`src/rtl/min_max_scheduler.sv`:
```
// rtl/min_max_scheduler.sv - two-port round-robin sequencer for the shared min/max engine
module min_max_scheduler #(
   parameter int N_ELEM = 16,
   parameter int AW     = 4,
   parameter int DW     = 8,
   parameter int TMO    = 255
) (
   input  logic          Clk,
   input  logic          Resetb,
   input  logic          Req0,
   input  logic          Req1,
   input  logic [DW-1:0] Din0,
   input  logic [DW-1:0] Din1,
   input  logic          Dvld0,
   input  logic          Dvld1,
   input  logic          Ack0,
   input  logic          Ack1,
   output logic          Gnt0,
   output logic          Gnt1,
   output logic          Rvld0,
   output logic          Rvld1,
   output logic [DW-1:0] Res_Max,
   output logic [DW-1:0] Res_Min,
   output logic          Res_Err,
   output logic          Wr_En,
   output logic [AW-1:0] Wr_Addr,
   output logic [DW-1:0] Wr_Data,
   output logic          Eng_Start,
   input  logic          Eng_Done,
   input  logic [DW-1:0] Eng_Max,
   input  logic [DW-1:0] Eng_Min,
   output logic          Busy
);

   typedef enum logic [4:0] {
      S_IDLE   = 5'b00001,
      S_LOAD   = 5'b00010,
      S_START  = 5'b00100,
      S_WAIT   = 5'b01000,
      S_RESULT = 5'b10000
   } state_t;

   state_t        state;
   logic [AW-1:0] cnt;
   logic          last;
   logic          sel;
   logic [7:0]    tmr;
   logic [DW-1:0] res_max;
   logic [DW-1:0] res_min;
   logic          res_err;

   // Signals of whichever requester currently owns the engine
   logic          req_sel;
   logic          dvld_sel;
   logic          ack_sel;
   logic [DW-1:0] din_sel;
   logic          in_load;

   assign req_sel  = sel ? Req1  : Req0;
   assign dvld_sel = sel ? Dvld1 : Dvld0;
   assign ack_sel  = sel ? Ack1  : Ack0;
   assign din_sel  = sel ? Din1  : Din0;
   assign in_load  = (state == S_LOAD);

   // Array write port follows the granted stream directly so no beat is delayed
   assign Wr_En   = in_load & dvld_sel;
   assign Wr_Addr = cnt;
   assign Wr_Data = in_load ? din_sel : '0;

   // Remaining outputs are pure decodes of registered state
   assign Busy      = (state != S_IDLE);
   assign Gnt0      = Busy & ~sel;
   assign Gnt1      = Busy & sel;
   assign Eng_Start = (state == S_START);
   assign Rvld0     = (state == S_RESULT) & ~sel;
   assign Rvld1     = (state == S_RESULT) & sel;
   assign Res_Max   = res_max;
   assign Res_Min   = res_min;
   assign Res_Err   = res_err;

   // Job sequencing: arbitrate, load, kick engine, wait with watchdog, hand back result
   always_ff @(posedge Clk) begin
      if (!Resetb) begin
         state   <= S_IDLE;
         cnt     <= '0;
         tmr     <= '0;
         last    <= 1'b1;
         sel     <= 1'b0;
         res_max <= '0;
         res_min <= '0;
         res_err <= 1'b0;
      end else begin
         unique case (state)
            S_IDLE: begin
               if (Req0 | Req1) begin
                  // On a tie the requester not served last wins
                  sel   <= (Req0 & Req1) ? ~last : Req1;
                  cnt   <= '0;
                  state <= S_LOAD;
               end
            end
            S_LOAD: begin
               if (!req_sel) begin
                  // Requester withdrew: abandon job without touching fairness state
                  cnt   <= '0;
                  state <= S_IDLE;
               end else if (dvld_sel) begin
                  cnt <= cnt + AW'(1);
                  if (cnt == AW'(N_ELEM - 1)) begin
                     state <= S_START;
                  end
               end
            end
            S_START: begin
               tmr   <= '0;
               state <= S_WAIT;
            end
            S_WAIT: begin
               if (Eng_Done) begin
                  res_max <= Eng_Max;
                  res_min <= Eng_Min;
                  res_err <= 1'b0;
                  state   <= S_RESULT;
               end else if (tmr == 8'(TMO)) begin
                  res_max <= '0;
                  res_min <= '0;
                  res_err <= 1'b1;
                  state   <= S_RESULT;
               end else begin
                  tmr <= tmr + 8'd1;
               end
            end
            S_RESULT: begin
               if (ack_sel) begin
                  last  <= sel;
                  state <= S_IDLE;
               end
            end
            default: begin
               state <= S_IDLE;
            end
         endcase
      end
   end

endmodule

```
`config.mk`:
```
export PLATFORM = sky130hd
export DESIGN_NAME = min_max_scheduler
export DESIGN_NICKNAME = d
export VERILOG_FILES = /design/src/rtl/min_max_scheduler.sv
export SDC_FILE = /design/constraint.sdc
export NUM_CORES = 1
export LEC_CHECK = 0
export BUFFER_PORTS_ARGS = -buffer_cell sky130_fd_sc_hd__buf_2
export CAP_MARGIN = 10
export CORE_ASPECT_RATIO = 1.1
export CORE_MARGIN = 2
export CORE_UTILIZATION = 43
export DETAILED_ROUTE_END_ITERATION = 8
export GPL_ROUTABILITY_DRIVEN = 1
export GPL_TIMING_DRIVEN = 0
export PLACE_DENSITY_LB_ADDON = 0.15
export SLEW_MARGIN = 20
export SYNTH_ARGS = -nofsm -noshare
export SYNTH_HDL_FRONTEND = slang
export SYNTH_SLANG_ARGS = --single-unit
```
`constraint.sdc`:
```
create_clock -name Clk -period 1.6 [get_ports Clk]
set_input_delay 0.16 -clock Clk [delete_from_list [all_inputs] [get_ports Clk]]
set_output_delay 0.16 -clock Clk [all_outputs]
set_load 0.1 [all_outputs]
```
### Word-level counts from Yosys, hierarchy flattened

Cells that the tools add are included.

* register bits after elaboration: 36
* latch bits: 0
* memory bits (writable): 0
* bits in read-only memories: 0
* bits of input ports: 41
* output and inout bits: 36
* memories: 0

* $add $sub $neg: 2
* multiply operators: 0
* divide/modulo/power cells: 0
* order comparisons: 0
* equality and inequality tests: 15
* shift-type cells: 0
* muxes and demuxes: 26
* bitwise logic cells: 9
* reductions and logical operators: 9

Operators with widths (number)
* two-way mux 8 bit: 7
* two-way mux 5 bit: 7
* case mux 5 bit (5 select lines): 1
* case mux 8 bit (2 select lines): 1
* two-way mux 4 bit: 3
* adder 8 x 1 -> 8 bit, second input constant: 1
* == test 8 bit, second input constant: 1
* inequality test 2 bit, second input constant: 4
* case mux 4 bit (2 select lines): 1
* AND 1 bit: 6
* two-way mux 1 bit: 6
* inequality test 3 bit, second input constant: 2
* AND reduction 2 bit: 3
* AND reduction 3 bit: 2
* nonzero test 2 bit: 3
* == test 5 x 1 -> 1 bit, second input constant: 1
* == test 5 x 2 -> 1 bit, second input constant: 1
* == test 5 x 3 -> 1 bit, second input constant: 1
* == test 5 x 4 -> 1 bit, second input constant: 1
* == test 5 bit, second input constant: 1
* inequality test 5 x 1 -> 1 bit, second input constant: 1
* AND reduction 5 bit: 1
* adder 4 x 1 -> 4 bit, second input constant: 1
* == test 4 bit, second input constant: 1
* 3 further kinds: 4

### Depth between registers and ports, before layout

Gate-level depths: netlist of run 1.

* depth after elaboration: 5
* mapped depth: 7
* depth with buffers taken out: 5

### Worst setup path before layout of run 1

OpenSTA, ideal clock, no wires.

* kind: flip-flop to flip-flop
* from: register state[4]
* to: register cnt[0], in the netlist Wr_Addr[0]
* setup time: 0.061 ns
* arrival: 2.513 ns
* data required time: 1.539 ns
* path slack: -0.974 ns
* cell stages (with the launch flop): 5
* period minus slack after synthesis: 2.574 ns
* cells stage by stage: dfxtp_1 or3_1 nor3_2 and3_1 mux2_2

* longest elaborated chain between the ends: 3
* elaborated cells on any way between the ends: 7

Ends and longest elaborated chain
* from (decl): line 43 `state_t state;`
* from (signal assigned): line 84 `state <= S_IDLE;`
* from (signal assigned): line 99 `state <= S_LOAD;`
* from (signal assigned): line 106 `state <= S_IDLE;`
* == test 5 x 2 -> 1 bit or == test 5 x 1 -> 1 bit (tied branches): line 93 `unique case (state)`
* inequality test 3 bit (no source line), or another cell as far along
* AND reduction 3 bit (no source line)
* to (signal assigned): line 108 `cnt <= cnt + AW'(1);`
* to (decl): line 44 `logic [AW-1:0] cnt;`

Parallel ways exist; a longest one is shown, timed or not.
A chain may end at the register's enable or synchronous reset.

### Worst setup path after layout of run 1

* from: register state[2]
* to: output Gnt1

* longest elaborated chain between the ends: 2

Ends and longest elaborated chain
* inequality test 5 x 1 -> 1 bit: line 71 `assign Busy = (state != S_IDLE);`
* AND 1 bit: line 73 `assign Gnt1 = Busy & sel;`
* to (decl): line 19 `output logic Gnt1,`

No other way between the ends.

==> impl_metrics.tcl, run 1 <==
set metrics [dict create \
    status "finished with violations" \
    violated_checks "negative setup slack" \
    worst_setup_path_start_kind "flip-flop" \
    synth.yosys.seq_area_share_pct 39.9 \
    worstMarginPinSlew_ns 0.587 \
    worstPathMaxFanout 3 \
    power.share.combinational_pct 30.1 \
    design.core.area_um2 3990 \
    ir_worst_vdd_v 0.000609 \
    switching_power_mw 0.735 \
    clock_insertion_delay_worst_skew_ns 0.29 \
    netSwitchingFraction_pct 31.8 \
    final_layout_size_suffix_gt1_share_pct 56.8 \
    place.port_buffers 76 \
    worst-r2r-cell-count 7 \
    worst_ep_required_ns 1.44 \
    internal_power_mw 1.58 \
    drt_first_pass_iters 4 \
    power_frac_seq_pct 40.0 \
    groute.usage.overall_pct 23.8 \
    detail_route.drc_violations 0 \
    crit_path_end_kind "output pin" \
    post_synth_num_cell_types 49 \
    fillers 243 \
    place.detailed.instances 322 \
    ys_async_sr_fraction_pct 0 \
    grt_pass1_wl_um 8650 \
    detail-route-antenna-nets 0 \
    clock_tree.root_cell "sky130_fd_sc_hd__clkbuf_8" \
    overflow 0 \
    syn-instance-count 194 \
    timing.final.crit_period_ns 1.71 \
    synth_top_cells_by_count "sky130_fd_sc_hd__dfxtp_1 (36), sky130_fd_sc_hd__nor2_1 (20), sky130_fd_sc_hd__a22o_1 (16), sky130_fd_sc_hd__nand2_1 (16)" \
    detailed_place_hpwl_um 3300 \
    dieArea_um2 4740 \
    clock_sink_count 36 \
    rsz0062_at_grt "true" \
    area_used_by_multi_input_combinational_logic_um2 1370 \
    worst-endpoint-arrival_ns 1.55 \
    finalCoreUtilization_pct 78.4 \
    hold_depth 2 \
    yosys_most_used_dff "sky130_fd_sc_hd__dfxtp_1" \
    final.setup_skew_ns 0.00426 \
    clock_power_share_pct 29.9 \
    cts.htree.levels 2 \
    synthesis.yosys.warnings 0 \
    grt_pass1_vias 1797 \
    final_nets 337 \
    power_leakage_nw 1.28 \
    syn_nets 237 \
    yosys.cell_count.top_type "sky130_fd_sc_hd__dfxtp_1" \
    flow.area_growth_from_synthesis_pct 73.2 \
    placementRows 24 \
    timing.max_cap.violations 0 \
    via_density_per_instance 5.58 \
    filler_free_cell_count_of_the_finished_design 346 \
    post_synth.cell_area_avg_um2 9.32 \
    holdCritPathClass "input port to flip-flop" \
    vias 1930 \
    pin_count_of_the_biggest_net_entering_global_routing 11 \
    wl_per_cell_um 17.5 \
    setup.worst_path.class "flip-flop to output pin" \
    diodes 0 \
    finalCritPeriodShare_pct 107 \
    seqCellArea_um2 741 \
    number_of_enable_type_register_cells_in_the_synthesized_netlist 0 \
    cells_taking_the_most_area_after_synthesis "sky130_fd_sc_hd__dfxtp_1 (40%), sky130_fd_sc_hd__a22o_1 (7.8%), sky130_fd_sc_hd__mux2i_1 (5.5%)" \
    drt-total-wl_um 6070 \
    setup_ws_ns -0.112 \
    cell_pwr_density_nw_per_um2 738 \
    netlist.area_leader.share_pct 39.9 \
    max-slew-margin-rel_pct 60.9 \
    grt_antenna_before_repair 0 \
    finalMaxSlewViolations 0 \
    fin_setup_tns_ns -0.512 \
    die_x_um 65.8 \
    finalSetupViolations 12 \
    cts_buffer_count 5 \
    initialDrtViolationCount 62 \
    gp_congestion 0.768 \
    cts-root-to-sink-buffers 2 \
    yosysTopAreaCell "sky130_fd_sc_hd__dfxtp_1" \
    boundaryPins 77 \
    initial_core_utilization_pct 45.3 \
    clock_tree_from_tritoncts "built" \
    die_h_um 72.0 \
    final_hold_viol_count 0 \
    clk_pin_slew_ns 0.07 \
    ys_ff_latch 36 \
    synth.cell_area_um2 1810 \
    fmax_ghz 0.584 \
]
==> cells by family after synthesis <==
logic type / Yosys count / share of synthesized area (%)
muxes: 13 / 7.61
AOI/OAI and AO/OA: 51 / 22.1
DFF: 36 / 39.9
and+or+nand+nor: 78 / 24.4
adders and majority gates: 2 / 1.38
buffers and inverters: 14 / 4.64
==> through the flow <==
step	hold WS [ns]	area, µm²	worst slack, ns	power (mW)
finish	0.0851	3130	-0.112	2.31
global route	0.0747	3130	-0.139	2.40
CTS	0.0807	2930	-0.108	2.26
detailed placement	0.376	2360	-0.381	1.38
global placement	0.371	2360	-0.374	1.38
floorplan	0.257	1910	-0.492	1.27
==> power by group through the flow <==
stage / sequential [mW] / combinational (mW) / clock (mW)
6_report: 0.926 / 0.696 / 0.690
5_1_grt: 0.927 / 0.721 / 0.748
4_1_cts: 0.926 / 0.627 / 0.705
3_5_place_dp: 0.944 / 0.438 / 0
3_3_place_gp: 0.943 / 0.434 / 0
2_1_floorplan: 0.943 / 0.331 / 0
==> critical path: stages (launching register included) <==
cell and delay, ns:
sky130_fd_sc_hd__dfxtp_4 0.36, sky130_fd_sc_hd__or3_4 0.42, sky130_fd_sc_hd__nor2_4 0.13, sky130_fd_sc_hd__buf_6 0.14
sky130_fd_sc_hd__nor2_4 0.04, sky130_fd_sc_hd__buf_12 0.17
==> registers in the layout, summed over array words and instances, names as in the netlist <==
| signal | count |
|---|---|
| Res_Min | 8 |
| Res_Max | 8 |
| sel | 1 |
| last | 1 |
| Wr_Addr | 4 |
| Res_Err | 1 |
| state | 5 |
| tmr | 8 |
==> cell type report <==
class	instances	area share (%)
plain buffers	7	2.48
clock buffers	7	3.08
inverters	6	0.839
flip-flops and latches	36	23.7
well taps	52	2.08
repair buffers	94	24.3
multi-input cells	144	43.6
==> layer usage <==
metal	track usage [%]	part of all wire (%)
met5	0	0
met4	8.56	1.9
met3	7.44	8.4
met2	39.7	50
met1	28.7	40
==> timing repair <==
item                       in CTS  in global routing
pin swaps                      10                 12
hold buffers                    0                  0
buffers inserted               10                  7
setup endpoints to repair      36                 31
resized for setup              95                 32
cloned                          0                  1
==> worst paths after layout <==
| path | from | end | slack (ns) |
|---|---|---|---|
| min reg2reg | Res_Min[2] | Res_Min[2] | 0.48 |
| max | state[2] | Gnt1 | -0.11 |
| max reg2reg | state[2] | state[3] | -0.02 |
| min | Eng_Min[7] | Res_Min[7] | 0.09 |
==> placed cells by master (no fill, tap or decap), drive strengths merged, types with 3 or more instances in the layout <==
cell     count
a21oi        8
and3         5
a31oi        3
nor3         5
nand2       16
o2111ai      4
nor2b        5
nand2b       3
inv          5
buf         98
nor2        22
mux2         3
o21ai        7
nand3       10
o211ai       3
clkbuf      10
dfxtp       36
mux2i       10
a22o        16
Power figures use the tool's default switching activity.
==> run 2: changes to the inputs <==
--- a/config.mk
+++ b/config.mk
@@ -9,7 +9,8 @@
 export CAP_MARGIN = 10
 export CORE_ASPECT_RATIO = 1.1
 export CORE_MARGIN = 2
-export CORE_UTILIZATION = 43
+export CORE_UTILIZATION = 44
+export CTS_BUF_LIST = sky130_fd_sc_hd__clkbuf_8
 export DETAILED_ROUTE_END_ITERATION = 8
 export GPL_ROUTABILITY_DRIVEN = 1
 export GPL_TIMING_DRIVEN = 0
==> impl_metrics.tcl, run 2 (synthesized netlist as in run 1, its figures left out) <==
set metrics [dict create \
    pin_count_of_the_biggest_net_entering_global_routing 13 \
    rsz0062_at_grt "true" \
    finalSetupViolations 13 \
    diodes 0 \
    die_x_um 65.1 \
    timing.final.crit_period_ns 1.69 \
    grt_pass1_wl_um 8780 \
    clock_sink_count 36 \
    grt_antenna_before_repair 0 \
    wl_per_cell_um 16.3 \
    via_density_per_instance 5.64 \
    timing.hold.ws_ns 0.0763 \
    detail_route.drc_violations 0 \
    grt-busiest-layer "met2" \
    drt-total-wl_um 5690 \
    clock_insertion_delay_worst_skew_ns 0.29 \
    ir_worst_vdd_v 0.000820 \
    finalMaxSlewViolations 0 \
    finalCritPeriodShare_pct 106 \
    hold_path_startpoint "Eng_Max[6]" \
    grt_use_met3_pct 8.63 \
    setup.worst_path.class "flip-flop to output pin" \
    overflow 0 \
    final_layout_size_suffix_gt1_share_pct 57.1 \
    worst_r2r_startpoint "state[2]" \
    ff2ff_setup_slack_ns -0.03 \
    mostFrequentLayoutCell "sky130_fd_sc_hd__buf_2" \
    min_to "Res_Max[6]" \
    status "finished with violations" \
    finalCoreUtilization_pct 78.6 \
    max-slew-margin-rel_pct 62.1 \
    initial_core_utilization_pct 45.6 \
    detailed_place_hpwl_um 3230 \
    vias 1962 \
    setup_ws_ns -0.0906 \
    worstPathMaxFanout 4 \
    holdCritPathClass "input port to flip-flop" \
    worst-r2r-cell-count 7 \
    clock_tree_from_tritoncts "built" \
    worst_setup_path_start_kind "flip-flop" \
    violated_checks "negative setup slack" \
    drt_first_pass_iters 4 \
    dieArea_um2 4640 \
    met2_usage_pct 42.8 \
    gp_congestion 0.790 \
    final.setup_skew_ns 0.00717 \
    critical_path.reg2reg.endpoint "state[0]" \
    cts-root-to-sink-buffers 2 \
    fmax_ghz 0.592 \
    detail-route-antenna-nets 0 \
    place.port_buffers 76 \
    timing.max_cap.violations 0 \
    flow.area_growth_from_synthesis_pct 72.2 \
    power_leakage_nw 1.30 \
    worst_ep_required_ns 1.44 \
    initialDrtViolationCount 84 \
    hold_depth 2 \
    crit_path_end_kind "output pin" \
    die_h_um 71.2 \
    clock_tree.root_cell "sky130_fd_sc_hd__clkbuf_8" \
    cts_buffer_count 5 \
    cell_pwr_density_nw_per_um2 769 \
    worstMarginPinSlew_ns 0.568 \
    final_hold_viol_count 0 \
    clk_pin_slew_ns 0.08 \
    placementRows 24 \
    placement.setup.worst_slack_ns -0.440 \
    design.core.area_um2 3960 \
    boundaryPins 77 \
    final_nets 338 \
    groute.usage.overall_pct 24.4 \
    top_library_cells_by_usage_in_the_layout_fill_and_taps_aside "sky130_fd_sc_hd__buf_2 (61), sky130_fd_sc_hd__dfxtp_1 (29), sky130_fd_sc_hd__a22o_1 (16)" \
    grt_pass1_vias 1896 \
    worst-endpoint-arrival_ns 1.53 \
    grt.met1_usage_pct 27.8 \
    cts.htree.levels 2 \
]
-- run 2: repair_timing --
item                       CTS  global route
setup endpoints to repair   32            38
gates resized for setup     95            22
setup buffers               11             7
hold buffers                 0             0
pin swaps                    9            11
cloned                       0             1
-- run 2: how the worst max path moves through the flow --
stage / start / end / depth (start not counted)
floorplan: state[3] / Wr_Addr[0] / 4
detailed placement: state[4] / Wr_Data[7] / 4
global placement: state[4] / Wr_Data[6] / 4
finish: state[2] / Busy / 4
CTS: state[2] / Busy / 4
global route: state[3] / Wr_En / 3
-- run 2: metrics by stage --
stage	TNS (ns)	total power, mW	std cells	cell area, µm²
2_1_floorplan	-4.62	1.27	194	1910
3_3_place_gp	-4.52	1.38	322	2360
3_5_place_dp	-4.55	1.38	322	2360
4_1_cts	-0.440	2.36	341	2960
5_1_grt	-1.79	2.48	348	3110
6_report	-0.487	2.40	348	3110
-- run 2: layer usage --
layer | vias to the layer above | wire length (µm)
met3 | 8 | 523
met1 | 924 | 2270
met5 | - | 0
li1 | 926 | -
met4 | 0 | 72
met2 | 104 | 2820
-- run 2: cell type report --
cell class,count,area [µm²]
Tap cell,52,65.1
Buffer,7,77.6
Clock inverter,3,42.5
Sequential cell,36,734
Clock buffer,5,68.8
Timing Repair Buffer,95,763
Fill cell,253,850
Multi-Input combinational cell,144,1340
Inverter,6,26.3
-- run 2: where the power goes --
group / internal [mW] / switching (mW)
logic: 0.271 / 0.398
registers: 0.907 / 0.0224
clock network: 0.461 / 0.337
total: 1.64 / 0.757
-- run 2: critical path, cell delays in order, from the launching register on --
cell and delay [ns]:
sky130_fd_sc_hd__dfxtp_4 0.37, sky130_fd_sc_hd__or3_4 0.42, sky130_fd_sc_hd__nor2_4 0.20, sky130_fd_sc_hd__inv_2 0.08
sky130_fd_sc_hd__buf_12 0.17
==> run 3: changes to the inputs <==
--- a/config.mk
+++ b/config.mk
@@ -14,6 +14,7 @@
 export DETAILED_ROUTE_END_ITERATION = 8
 export GPL_ROUTABILITY_DRIVEN = 1
 export GPL_TIMING_DRIVEN = 0
+export MAX_ROUTING_LAYER = met4
 export PLACE_DENSITY_LB_ADDON = 0.15
 export SLEW_MARGIN = 20
 export SYNTH_ARGS = -nofsm -noshare
==> impl_metrics.tcl, run 3 (synthesized netlist as in run 1, its figures left out) <==
set metrics [dict create \
    status "finished with violations" \
    violated_checks "negative setup slack" \
    design.core.area_um2 3960 \
    final_hold_viol_count 0 \
    critical_path.cell_chain "or3_4, nor3_4, buf_12" \
    pin_count_of_the_biggest_net_entering_global_routing 13 \
    internal_power_mw 1.64 \
    diodes 0 \
    worst_setup_path_start_kind "flip-flop" \
    worst_ep_required_ns 1.44 \
    clk_pin_slew_ns 0.08 \
    worst-endpoint-arrival_ns 1.54 \
    boundaryPins 77 \
    overflow 0 \
    detail-route-antenna-nets 0 \
    mostFrequentLayoutCell "sky130_fd_sc_hd__buf_2" \
    max-slew-margin-rel_pct 60.6 \
    cts_buffer_count 5 \
    timing.max_cap.violations 0 \
    ff2ff_setup_slack_ns -0.04 \
    placed_area_um2 2360 \
    grt_antenna_before_repair 0 \
    post-route-cell-area_um2 3110 \
    flow.area_growth_from_synthesis_pct 72.2 \
    finalCoreUtilization_pct 78.6 \
    min_to "Res_Min[1]" \
    placement.setup.worst_slack_ns -0.440 \
    timing.final.crit_period_ns 1.70 \
    die_x_um 65.1 \
    clock_tree.root_cell "sky130_fd_sc_hd__clkbuf_8" \
    worstMarginPinSlew_ns 0.591 \
    rsz0062_at_grt "true" \
    finalCritPeriodShare_pct 106 \
    worstPathMaxFanout 3 \
    setup_ws_ns -0.100 \
    grt_pass1_wl_um 8780 \
    finalSetupViolations 14 \
    hold_depth 2 \
    final.setup_skew_ns 0.00776 \
    critical_path.max_stage_delay_ns 0.42 \
    detailed_place_hpwl_um 3230 \
    detail_route.drc_violations 0 \
    holdCritPathClass "input port to flip-flop" \
    cell_pwr_density_nw_per_um2 772 \
    cts.htree.levels 2 \
    place.port_buffers 76 \
    hold_path_startpoint "Eng_Min[1]" \
    drt_first_pass_iters 4 \
    fmax_ghz 0.588 \
    placementRows 24 \
    setup.worst_path.class "flip-flop to output pin" \
    crit_path_end_kind "output pin" \
    top_library_cells_by_usage_in_the_layout_fill_and_taps_aside "sky130_fd_sc_hd__buf_2 (61), sky130_fd_sc_hd__dfxtp_1 (29), sky130_fd_sc_hd__a22o_1 (16)" \
    drt-total-wl_um 5750 \
    cts-root-to-sink-buffers 2 \
    power_leakage_nw 1.30 \
    vias 1964 \
    power_frac_seq_pct 38.7 \
    clock_insertion_delay_worst_skew_ns 0.29 \
    slowest_stage "sky130_fd_sc_hd__or3_4" \
    final_nets 338 \
    worst_r2r_startpoint "state[2]" \
    power.share.combinational_pct 27.9 \
    clock_sink_count 36 \
    initial_core_utilization_pct 45.6 \
    initialDrtViolationCount 83 \
    cts_hold_repair.buffers 0 \
    fin_setup_tns_ns -0.558 \
    wl_per_cell_um 16.5 \
    grt_pass1_vias 1893 \
    ir_worst_vdd_v 0.000825 \
    final_layout_size_suffix_gt1_share_pct 57.1 \
    worst-r2r-cell-count 7 \
    critical_path.reg2reg.endpoint "state[0]" \
    gp_congestion 0.801 \
    clock_power_share_pct 33.5 \
    dieArea_um2 4640 \
    via_density_per_instance 5.64 \
    finalMaxSlewViolations 0 \
    groute.usage.overall_pct 25.1 \
    clock_tree_from_tritoncts "built" \
    switching_power_mw 0.765 \
    die_h_um 71.2 \
    netSwitchingFraction_pct 31.8 \
]
[run 3: cell counts in the layout (fill, tap and decap cells not counted)]
No cell type changed its count.
[run 3: power groups by stage]
stage	registers, mW	clock network, mW	logic, mW
floorplan	0.943	0	0.331
global placement	0.943	0	0.435
detailed placement	0.943	0	0.436
CTS	0.924	0.817	0.619
global route	0.930	0.855	0.697
finish	0.929	0.804	0.670
[run 3: worst max-delay path by stage]
stage          slack (ns)      from    endpoint
6_report            -0.10  state[2]       Wr_En
3_3_place_gp        -0.43  state[4]  Wr_Data[6]
2_1_floorplan       -0.49  state[3]  Wr_Addr[0]
5_1_grt             -0.13  state[3]       Wr_En
4_1_cts             -0.11  state[2]        Busy
3_5_place_dp        -0.44  state[4]  Wr_Data[7]
[run 3: area by class of cell]
type	instances	area (µm²)
Multi-Input combinational cell	144	1340
Fill cell	253	850
Timing Repair Buffer	95	763
Sequential cell	36	734
Buffer	7	77.6
Clock buffer	5	68.8
Tap cell	52	65.1
Clock inverter	3	42.5
Inverter	6	26.3
[run 3: through the flow]
stage / power (mW) / instances / hold WS (ns)
floorplan: 1.27 / 194 / 0.257
global placement: 1.38 / 322 / 0.371
detailed placement: 1.38 / 322 / 0.373
CTS: 2.36 / 341 / 0.0614
global route: 2.48 / 348 / 0.0608
finish: 2.40 / 348 / 0.0706
[run 3: repair_timing]
item,in CTS,in global routing
pin swaps,9,11
endpoints found under the setup margin,32,38
gates cloned,0,1
resized for setup,95,22
buffers inserted,11,7
[run 3: layer usage]
metal | vias to the layer above | routed length (µm) | track usage, %
met4 | 0 | 121 | 7.18
met2 | 110 | 2810 | 42.8
met3 | 12 | 451 | 7.38
met5 | - | 0 | -
met1 | 918 | 2370 | 28.6
li1 | 924 | - | -
[run 3: critical path: cells and delay by family (launching register included)]
kind | cells | cell delay, ns
simple gates | 2 | 0.67
buf+inv | 1 | 0.21
flops | 1 | 0.37
